`src/rtl/stack_pkg.sv`:
```
// Shared op-codes, sequencer state encoding and the micro-step tables that
// expand each stack-machine op into its ordered push/pop accesses.
package stack_pkg;

  localparam logic [2:0] OP_NOP   = 3'd0;
  localparam logic [2:0] OP_PUSH  = 3'd1;
  localparam logic [2:0] OP_POP   = 3'd2;
  localparam logic [2:0] OP_DUP   = 3'd3;
  localparam logic [2:0] OP_SWAP  = 3'd4;
  localparam logic [2:0] OP_ADD   = 3'd5;
  localparam logic [2:0] OP_SUB   = 3'd6;
  localparam logic [2:0] OP_CLEAR = 3'd7;

  localparam logic [2:0] ST_IDLE  = 3'd0;
  localparam logic [2:0] ST_ISSUE = 3'd1;
  localparam logic [2:0] ST_WAIT  = 3'd2;
  localparam logic [2:0] ST_CLR   = 3'd3;
  localparam logic [2:0] ST_DONE  = 3'd4;

  localparam logic [2:0] STEP_NONE   = 3'd0;
  localparam logic [2:0] STEP_PUSH_D = 3'd1;
  localparam logic [2:0] STEP_PUSH_A = 3'd2;
  localparam logic [2:0] STEP_PUSH_B = 3'd3;
  localparam logic [2:0] STEP_PUSH_R = 3'd4;
  localparam logic [2:0] STEP_POP_A  = 3'd5;
  localparam logic [2:0] STEP_POP_B  = 3'd6;

  function automatic logic [2:0] seq_step(input logic [2:0] op, input logic [1:0] idx);
    logic [2:0] s;
    s = STEP_NONE;
    case (op)
      OP_PUSH: s = STEP_PUSH_D;
      OP_POP:  s = STEP_POP_A;
      OP_DUP:  s = (idx == 2'd0) ? STEP_POP_A : STEP_PUSH_A;
      OP_SWAP: begin
        case (idx)
          2'd0:    s = STEP_POP_A;
          2'd1:    s = STEP_POP_B;
          2'd2:    s = STEP_PUSH_A;
          default: s = STEP_PUSH_B;
        endcase
      end
      OP_ADD, OP_SUB: begin
        case (idx)
          2'd0:    s = STEP_POP_A;
          2'd1:    s = STEP_POP_B;
          default: s = STEP_PUSH_R;
        endcase
      end
      default: s = STEP_NONE;
    endcase
    return s;
  endfunction

  // Index of the final access in the op's sequence.
  function automatic logic [1:0] seq_last(input logic [2:0] op);
    logic [1:0] l;
    case (op)
      OP_DUP, OP_ADD, OP_SUB: l = 2'd2;
      OP_SWAP:                l = 2'd3;
      default:                l = 2'd0;
    endcase
    return l;
  endfunction

  function automatic logic step_is_push(input logic [2:0] s);
    return (s == STEP_PUSH_D) || (s == STEP_PUSH_A) || (s == STEP_PUSH_B) || (s == STEP_PUSH_R);
  endfunction

  function automatic logic step_is_pop(input logic [2:0] s);
    return (s == STEP_POP_A) || (s == STEP_POP_B);
  endfunction

endpackage

```
`src/rtl/stack_ptr.sv`:
```
// Stack pointer (occupancy) register: clear beats inc/dec, inc+dec together hold.
module stack_ptr #(
  parameter int DEPTH = 4
) (
  input  logic             clk,
  input  logic             rst,
  input  logic             rst_pointer,
  input  logic             inc_pointer,
  input  logic             dec_pointer,
  output logic [DEPTH-1:0] pointer
);

  localparam logic [DEPTH-1:0] ONE = {{(DEPTH-1){1'b0}}, 1'b1};

  always_ff @(posedge clk or negedge rst) begin
    if (!rst)                             pointer <= '0;
    else if (rst_pointer)                 pointer <= '0;
    else if (inc_pointer && !dec_pointer) pointer <= pointer + ONE;
    else if (dec_pointer && !inc_pointer) pointer <= pointer - ONE;
  end

endmodule

```
`src/rtl/stack_ctrl.sv`:
```
// Sequencer for one stack instance: expands stack-machine ops into push/pop
// accesses spaced two cycles apart so each pointer update lands before the next.
module stack_ctrl
  import stack_pkg::*;
#(
  parameter int WIDTH = 8,
  parameter int DEPTH = 4
) (
  input  logic             clk,
  input  logic             rst,
  input  logic             cmd_valid,
  output logic             cmd_ready,
  input  logic [2:0]       cmd_op,
  input  logic [WIDTH-1:0] cmd_data,
  output logic             rsp_valid,
  output logic             rsp_err,
  output logic [WIDTH-1:0] rsp_data,
  output logic             stk_push,
  output logic             stk_pop,
  output logic [WIDTH-1:0] stk_data_in,
  output logic             stk_rst,
  input  logic [WIDTH-1:0] stk_data_out,
  input  logic             stk_rst_pointer,
  input  logic             stk_inc_pointer,
  input  logic             stk_dec_pointer,
  output logic [DEPTH-1:0] pointer
);

  logic [2:0]       state_q, nstate;
  logic [1:0]       idx_q, nidx;
  logic [2:0]       op_q, op_n, step_n;
  logic [WIDTH-1:0] data_q, data_n, a_q, a_n, b_q, b_n;
  logic [WIDTH-1:0] result, push_val;
  logic             accept, ok, err_n;
  int               pv;

  stack_ptr #(.DEPTH(DEPTH)) u_ptr (
    .clk         (clk),
    .rst         (rst),
    .rst_pointer (stk_rst_pointer),
    .inc_pointer (stk_inc_pointer),
    .dec_pointer (stk_dec_pointer),
    .pointer     (pointer)
  );

  always_comb begin
    accept = cmd_valid && cmd_ready;
    pv     = 32'(pointer);
    case (cmd_op)
      OP_PUSH:                ok = (pv < DEPTH);
      OP_POP:                 ok = (pv >= 1);
      OP_DUP:                 ok = (pv >= 1) && (pv < DEPTH);
      OP_SWAP, OP_ADD, OP_SUB: ok = (pv >= 2);
      default:                ok = 1'b1;
    endcase

    nstate = state_q;
    nidx   = idx_q;
    op_n   = op_q;
    data_n = data_q;
    a_n    = a_q;
    b_n    = b_q;
    err_n  = 1'b0;
    case (state_q)
      ST_IDLE: begin
        if (accept) begin
          op_n   = cmd_op;
          data_n = cmd_data;
          nidx   = 2'd0;
          err_n  = !ok;
          if (!ok || cmd_op == OP_NOP) nstate = ST_DONE;
          else if (cmd_op == OP_CLEAR) nstate = ST_CLR;
          else                         nstate = ST_ISSUE;
        end
      end
      ST_ISSUE: nstate = ST_WAIT;
      ST_CLR:   nstate = ST_WAIT;
      ST_WAIT: begin
        // Popped word is captured here, so a following push can forward it.
        if (seq_step(op_q, idx_q) == STEP_POP_A) a_n = stk_data_out;
        if (seq_step(op_q, idx_q) == STEP_POP_B) b_n = stk_data_out;
        if (op_q == OP_CLEAR || idx_q == seq_last(op_q)) begin
          nstate = ST_DONE;
        end else begin
          nstate = ST_ISSUE;
          nidx   = idx_q + 2'd1;
        end
      end
      default: nstate = ST_IDLE;
    endcase

    step_n = seq_step(op_n, nidx);
    case (op_n)
      OP_ADD:         result = b_n + a_n;
      OP_SUB:         result = b_n - a_n;
      OP_POP, OP_DUP: result = a_n;
      OP_SWAP:        result = b_n;
      default:        result = '0;
    endcase
    case (step_n)
      STEP_PUSH_D: push_val = data_n;
      STEP_PUSH_A: push_val = a_n;
      STEP_PUSH_B: push_val = b_n;
      STEP_PUSH_R: push_val = result;
      default:     push_val = '0;
    endcase
  end

  // Outputs are registered from the next-state view so they are glitch-free.
  always_ff @(posedge clk or negedge rst) begin
    if (!rst) begin
      state_q     <= ST_IDLE;
      idx_q       <= '0;
      op_q        <= OP_NOP;
      data_q      <= '0;
      a_q         <= '0;
      b_q         <= '0;
      cmd_ready   <= 1'b0;
      rsp_valid   <= 1'b0;
      rsp_err     <= 1'b0;
      rsp_data    <= '0;
      stk_push    <= 1'b0;
      stk_pop     <= 1'b0;
      stk_data_in <= '0;
      stk_rst     <= 1'b1;
    end else begin
      state_q     <= nstate;
      idx_q       <= nidx;
      op_q        <= op_n;
      data_q      <= data_n;
      a_q         <= a_n;
      b_q         <= b_n;
      cmd_ready   <= (nstate == ST_IDLE);
      rsp_valid   <= (nstate == ST_DONE);
      rsp_err     <= (nstate == ST_DONE) && err_n;
      rsp_data    <= (nstate == ST_DONE && !err_n) ? result : '0;
      stk_push    <= (nstate == ST_ISSUE) && step_is_push(step_n);
      stk_pop     <= (nstate == ST_ISSUE) && step_is_pop(step_n);
      stk_data_in <= (nstate == ST_ISSUE) ? push_val : '0;
      stk_rst     <= (nstate == ST_CLR);
    end
  end

endmodule

```
`config.mk`:
```
export PLATFORM = sky130hd
export DESIGN_NAME = stack_ctrl
export DESIGN_NICKNAME = d
export VERILOG_FILES = /design/src/rtl/stack_pkg.sv /design/src/rtl/stack_ptr.sv /design/src/rtl/stack_ctrl.sv
export SDC_FILE = /design/constraint.sdc
export NUM_CORES = 1
export LEC_CHECK = 0
export BUFFER_PORTS_ARGS = -buffer_cell sky130_fd_sc_hd__buf_2
export CAP_MARGIN = 10
export CORE_UTILIZATION = 45
export CTS_BUF_LIST = sky130_fd_sc_hd__clkbuf_2
export CTS_CLUSTER_DIAMETER = 30
export DETAILED_ROUTE_END_ITERATION = 16
export MAX_ROUTING_LAYER = met4
export PLACE_DENSITY_LB_ADDON = 0.1
export SETUP_SLACK_MARGIN = 0.5
export SYNTH_ARGS = -nofsm -noshare
export SYNTH_HDL_FRONTEND = slang
export SYNTH_HIERARCHICAL = 1
export SYNTH_SLANG_ARGS = --single-unit
```
`constraint.sdc`:
```
create_clock -name clk -period 6.1 [get_ports clk]
set_input_delay 0.305 -clock clk [delete_from_list [all_inputs] [get_ports clk]]
set_output_delay 0.305 -clock clk [all_outputs]
set_load 0.05 [all_outputs]
```
==> run summary, run 1 <==
PortBufs -> 50
Crit start category -> flop
Clk_skew -> 20.5 ps
Initial Util -> 47.0%
Total GRT Usage -> 23.1%
PD cells -> 654 nW/um^2
Final-layout fill cell count -> 818
Count of cell types in the netlist -> 80
RSZ-0062 raised after global routing -> no
Worst reg2reg path depth -> 17
Vias per std cell -> 5.61
MaxCap Viol Count -> 0
Reg2reg start -> idx_q[0]$_DFF_PN0_
R2r setup slk -> 1270 ps
Reg-to-reg endpoint -> stk_data_in[7]$_DFF_PN0_
Area grow syn2layout -> 11.4%
Area of the multi-input gates -> 2210 um^2
Final Hold Vio Count -> 0
Clock latency at the later pin of the worst-skew pair -> 500 ps
Max clock buf depth -> 2
CP Class -> reg -> reg
Initial DRC count -> 304
Vias in the first global route -> 3065
Top FF cell, synth -> dfrtp_1
Final Max Tran Viols -> 0
N_diodes -> 0
H-tree levels -> 3
HP Class -> in -> reg
Synthesized cell area -> 3880 um^2
GRT overflow -> 0
First-pass GRT wire length -> 15300 um
Critical Path Sink -> stk_data_in[7]$_DFF_PN0_
Final setup viols -> 0
FFs w/ async S/R, synth -> 100%
RD Place Congestion -> 0.894
Status -> finished clean
Min-delay src -> cmd_data[6]
CTS buffer count -> 9
CTS tree -> built
Non-Filler Instances -> 560
DP Cell Count -> 537
Post-Syn Instances -> 398
Initial antenna violation count -> 0
Pin count of the biggest net entering global routing -> 59
Std-Cell Rows -> 33
Int Power -> 1.37 mW
Static leakage -> 1.98 nW
Seq pwr share -> 22.4%
Most frequent cells in the layout -> 57 x dfrtp_1, 50 x buf_2, 49 x nor2_1
Via count -> 3139
DIE AREA -> 8990 um^2
WL final -> 9140 um
Worst Setup SP -> idx_q[0]$_DFF_PN0_
Die width -> 94.8 um
P_sw -> 1.45 mW
Post-DP Area -> 4140 um^2
CP required -> 6480 ps
Post-synthesis register bit count -> 58
Combinational share of power -> 68.9%
Clock Pin Slew Worst Setup and Hold Paths -> 180 ps
Pre-antenna DRT Iters -> 6
Resized cells post-CTS -> 0
FF+latch area -> 1450 um^2
Clock network power share -> 8.8%
Post-synth top area cell -> dfrtp_1
Post-synth EDFFs -> 0
Rel. slew slack -> 40.6%
Nets -> 494
Syn nets -> 442
Finished Core Util -> 52.3%
CTS sink count -> 58
Worst vdd ir -> 0.000237 V
Synth top area cells -> dfrtp_1 37%, ha_1 5.5%, nor2_1 4.7%
Routed len/inst -> 16.3 um
Detailed placer's ending HPWL -> 6740 um
Fraction of layout cells with a size suffix above 1 -> 23.7%
Minimum clock period -> 4830 ps
Slew at the pin closest to its max-slew limit -> 890 ps
Register area share after synthesis -> 37.5%
Core area -> 8260 um^2
Sw frac -> 51.4%
Synth top area share -> 36.8%
Synth Area per Inst -> 9.74 um^2
Critical path arrival -> 5210 ps
Leading cell type in the layout, fill and taps excluded -> dfrtp_1
Maximum fanout along the worst path -> 13
Post-route cell area -> 4320 um^2
I/O pins -> 51
Endpoint class of the critical path -> flop
DRT antenna net count -> 0
DRC -> 0
CTS root buf -> clkbuf_2
Period Utilization, post-route -> 79.1%
Warnings from Yosys -> 6
Die H -> 94.8 um
Setup TNS Final -> 0 ps
Fmax -> 207 MHz
==> cell families after synthesis <==
group                      count (synthesis)  share of synthesized area [%]
AOI/OAI and AO/OA                         84                           17.5
xor gates and xnor gates                  16                           3.61
adders and majority gates                 20                           6.81
and+or+nand+nor                          153                           21.0
buffers and inverters                     39                           5.52
muxes                                     28                           8.10
DFF                                       58                           37.5
==> per-stage QoR <==
stage	hold WS (ps)	power, mW	worst slack, ps
floorplan	9.41	2.22	2080
global placement	460	2.54	1480
detailed placement	464	2.55	1280
CTS	5.77	2.82	1230
global route	6.96	3.06	781
finish	35.6	2.82	1270
==> worst max-delay path: stages, from the launching register on <==
cell       delay (ps)
dfrtp_1           510
inv_1              80
ha_1              320
nor4b_1           260
o21ai_1           130
a21oi_2           620
mux2i_1           380
ha_1              280
a21oi_1           240
ha_1              280
nor2b_1           130
o21ai_0           200
a21oi_1           130
o41ai_1           530
nand4bb_1         210
a21oi_1            80
nor3_2            240
o31ai_2            80
==> power by group through the flow <==
stage          registers (mW)  logic (mW)  clock network (mW)
2_1_floorplan           0.736        1.48                   0
3_3_place_gp            0.635        1.90                   0
3_5_place_dp            0.641        1.91                   0
4_1_cts                 0.632        1.93               0.257
5_1_grt                 0.654        2.13               0.274
6_report                0.631        1.94               0.248
==> synth_stat cells (3+ instances only) <==
library cell  number
a22oi_1            5
a21o_1             4
nand2_1           39
inv_1             19
a21oi_1           14
or2_2              5
a222oi_1           4
xor2_1             3
mux2_2            11
dfrtp_1           57
o21ai_0            8
a31oi_1            4
nor2b_1            7
a221oi_1           4
nor2_1            49
ha_1              17
buf_4              4
buf_6              6
buf_2              4
nand3_1            8
nor3_1             7
mux2i_1           13
o21ai_1            5
or3_1              7
xnor2_1           13
a32oi_1            3
o211ai_1           5
o22a_1             7
==> per-layer routing <==
layer	up-vias	global-route usage (%)	wire length (um)
met2	95	34.4	4120
met5	-	-	0
met3	8	3.46	458
li1	1528	-	-
met1	1508	32.2	4490
met4	0	7.58	59
==> state kept, by name, indices dropped and copies added, names as in the netlist, 2 cells and up <==
name / flops
idx_q: 2
op_q: 3
data_q: 8
u_ptr/pointer: 4
stk_data_in: 8
b_q: 8
state_q: 3
a_q: 8
rsp_data: 8
==> cell type report <==
| type | count | share of cell area (%) |
|---|---|---|
| timing repair buffer | 58 | 7.59 |
| inverter | 22 | 1.94 |
| clock inverter | 7 | 1.59 |
| clock buffer | 9 | 1.04 |
| tap | 105 | 3.04 |
| sequential | 58 | 33.6 |
| multi-input combinational | 301 | 51.2 |
==> how the worst min path moves through the flow <==
stage | cells past startpoint | end | slack, ps
global route | 3 | data_q[6]$_DFF_PN0_ | 7
CTS | 3 | data_q[7]$_DFF_PN0_ | 6
floorplan | 0 | a_q[0]$_DFF_PN0_ | 9
detailed placement | 2 | data_q[3]$_DFF_PN0_ | 460
finish | 3 | data_q[6]$_DFF_PN0_ | 40
global placement | 2 | data_q[3]$_DFF_PN0_ | 460
==> what timing repair did <==
item	CTS	global route
buffers inserted	0	0
hold buffers	7	0
endpoints found under the hold margin	65	0
(Power assumes the default switching activity.)
==> run 2, diff against run 1 <==
Settings changed: ABC_AREA from default to 1.
Clock period 6.1 ns to 4.1 ns, I/O delays scaled along.
==> run 2 against run 1 <==
Non-clock buffer count is 47 higher. Clock-buffer cell count stayed put. Maximum frequency is 37% higher. Synthesized cell count is 28% higher. Die area is 2.7% lower. Hold slack better by 40 ps. Worst setup slack worse by 690 ps. Clock skew is 7.8 ps higher. Global-route usage is 0.64 points lower. Critical path depth is 13 higher. Cell count is 31% higher. Critical path type unchanged.
==> run summary, run 2 <==
Post-synth top area cell -> dfrtp_1
Top Metal Used -> met4
Max stage delay on crit path -> 440 ps
Routed met1 length -> 4420 um
Initial Util -> 46.1%
Endpoint class of the critical path -> flop
Routed len/inst -> 12.8 um
Status -> finished clean
Die width -> 93.5 um
CTS sink count -> 58
Detailed placer's ending HPWL -> 6770 um
Minimum clock period -> 3520 ps
Warnings from Yosys -> 6
Final Max Tran Viols -> 0
Commonest cells post-synth -> 157 x nand2_1, 82 x inv_1, 57 x dfrtp_1, 40 x nor2_1, 34 x nand3_1
CTS tree -> built
FFs w/ async S/R, synth -> 100%
DRC -> 0
Std-Cell Rows -> 33
Total GRT Usage -> 22.5%
Fmax -> 284 MHz
CTS root buf -> clkbuf_2
Final setup viols -> 0
Area grow syn2layout -> 29.5%
CP Class -> reg -> reg
Metal2 WL -> 4360 um
CTS buffer count -> 9
GRT overflow -> 0
Clock Pin Slew Worst Setup and Hold Paths -> 170 ps
First-pass GRT wire length -> 14800 um
Crit-path most repeated cell -> nand2_2
Initial DRC count -> 163
Clk_skew -> 28.2 ps
Pin count of the biggest net entering global routing -> 59
Post-synthesis register bit count -> 58
Maximum fanout along the worst path -> 4
Syn nets -> 552
Core area -> 8180 um^2
Synthesized cell area -> 3770 um^2
Synth top area share -> 37.8%
Period Utilization, post-route -> 85.9%
Die H -> 93.5 um
Setup TNS Final -> 0 ps
HP Class -> in -> reg
I/O pins -> 51
Synth top area cells -> dfrtp_1 38%, nand2_1 16%, inv_1 8.2%
Count of cell types in the netlist -> 42
H-tree levels -> 3
WL final -> 9360 um
PortBufs -> 50
Vias per std cell -> 4.83
DIE AREA -> 8750 um^2
Max clock buf depth -> 2
Top FF cell, synth -> dfrtp_1
Initial antenna violation count -> 0
Slew at the pin closest to its max-slew limit -> 723 ps
RSZ-0062 raised after global routing -> yes
Synth Area per Inst -> 7.42 um^2
Slowest CP cell -> dfrtp_1
Leading cell type in the layout, fill and taps excluded -> nand2_1
N_diodes -> 0
Pre-antenna DRT Iters -> 5
MaxCap Viol Count -> 0
Register area share after synthesis -> 38.5%
Post-synth EDFFs -> 0
Clock latency at the later pin of the worst-skew pair -> 490 ps
Final Hold Vio Count -> 0
Post-Syn Instances -> 508
CP required -> 4510 ps
Count leader, synth -> nand2_1
Fraction of layout cells with a size suffix above 1 -> 32.3%
Critical path arrival -> 3930 ps
RD Place Congestion -> 0.864
DRT antenna net count -> 0
Nets -> 665
Vias in the first global route -> 3290
Crit start category -> flop
Most frequent cells in the layout -> 140 x nand2_1, 76 x inv_1, 56 x dfrtp_1
Via count -> 3528
Routed length on met3 -> 441 um
Rel. slew slack -> 51.8%
## run 2: cell count changes after synthesis, moves of 8 or more
cell,previous run,this run
nand2_1,39,157
inv_1,19,82
nand3_1,8,34
mux2i_1,13,0
xnor2_1,13,1
mux2_2,11,0
inv_2,1,11
nor2_1,49,40
nand2_2,0,8
## run 2: area by class of cell
type                            count  area, um^2
Clock buffer                        9        45.0
Clock inverter                      7        46.3
Fill cell                         741        3290
Inverter                           94         360
Multi-Input combinational cell    353        2120
Sequential cell                    58        1450
Tap cell                          105         131
Timing Repair Buffer              105         721
## run 2: repair_timing
action                                 4_1_cts  5_1_grt
endpoints found under the hold margin       71        1
buffers inserted                            14       18
resized for setup                           16       51
pin swaps                                    8       29
hold buffers                                13        1
setup endpoints to repair                    9        8
## run 2: cells by family (layout without fill, tap and decap cells)
family                     after synthesis  after routing  share of synthesized area [%]
and+or+nand+nor                        269            269                           33.0
buffers and inverters                   97            215                           10.0
AOI/OAI and AO/OA                       58             58                           10.1
DFF                                     58             58                           38.5
adders and majority gates               19             19                           6.71
xor gates and xnor gates                 7              7                           1.63
## run 2: critical path, delay by kind of cell (launching register included)
kind            cells  cell delay, ps
xor+xnor            1             170
fa+ha+maj           2             480
compound gates      5             640
flops               1             440
simple gates       15            1060
buf+inv             7             640
## run 2: stage by stage
stage          worst slack [ps]  util [%]  hold WS (ps)  instances  cell area [um^2]
2_1_floorplan               663         -         -90.6        508              3770
3_3_place_gp                191      51.3           394        669              4200
3_5_place_dp               82.7      51.3           396        669              4200
4_1_cts                     510      55.8          5.44        712              4560
5_1_grt                     371      59.7          23.2        731              4880
6_report                    578      59.7          75.8        731              4880
## run 2: worst paths after layout
| check | to | slack, ps | depth (start not counted) | start |
|---|---|---|---|---|
| max | stk_data_in[7]$_DFF_PN0_ | 580 | 30 | idx_q[0]$_DFF_PN0_ |
| min | b_q[4]$_DFF_PN0_ | 80 | 3 | stk_data_out[4] |
| max reg2reg | stk_data_in[7]$_DFF_PN0_ | 580 | 30 | idx_q[0]$_DFF_PN0_ |
| min reg2reg | state_q[1]$_DFF_PN0_ | 490 | 1 | state_q[2]$_DFF_PN0_ |
| max in group asynchronous | op_q[1]$_DFF_PN0_ | 3210 | 3 | rst |
| min in group asynchronous | rsp_data[4]$_DFF_PN0_ | 360 | 3 | rst |
## run 2: routing by layer
metal  up-vias  track usage (%)
li1       1824                -
met1      1596             29.1
met2        90             35.2
met3        18             4.63
met4         0             7.31
met5         -                -
Power of run 2 is left out: the tool's default activity adds up to more than one toggle a clock period on the data nets, which glitch-free logic cannot reach.
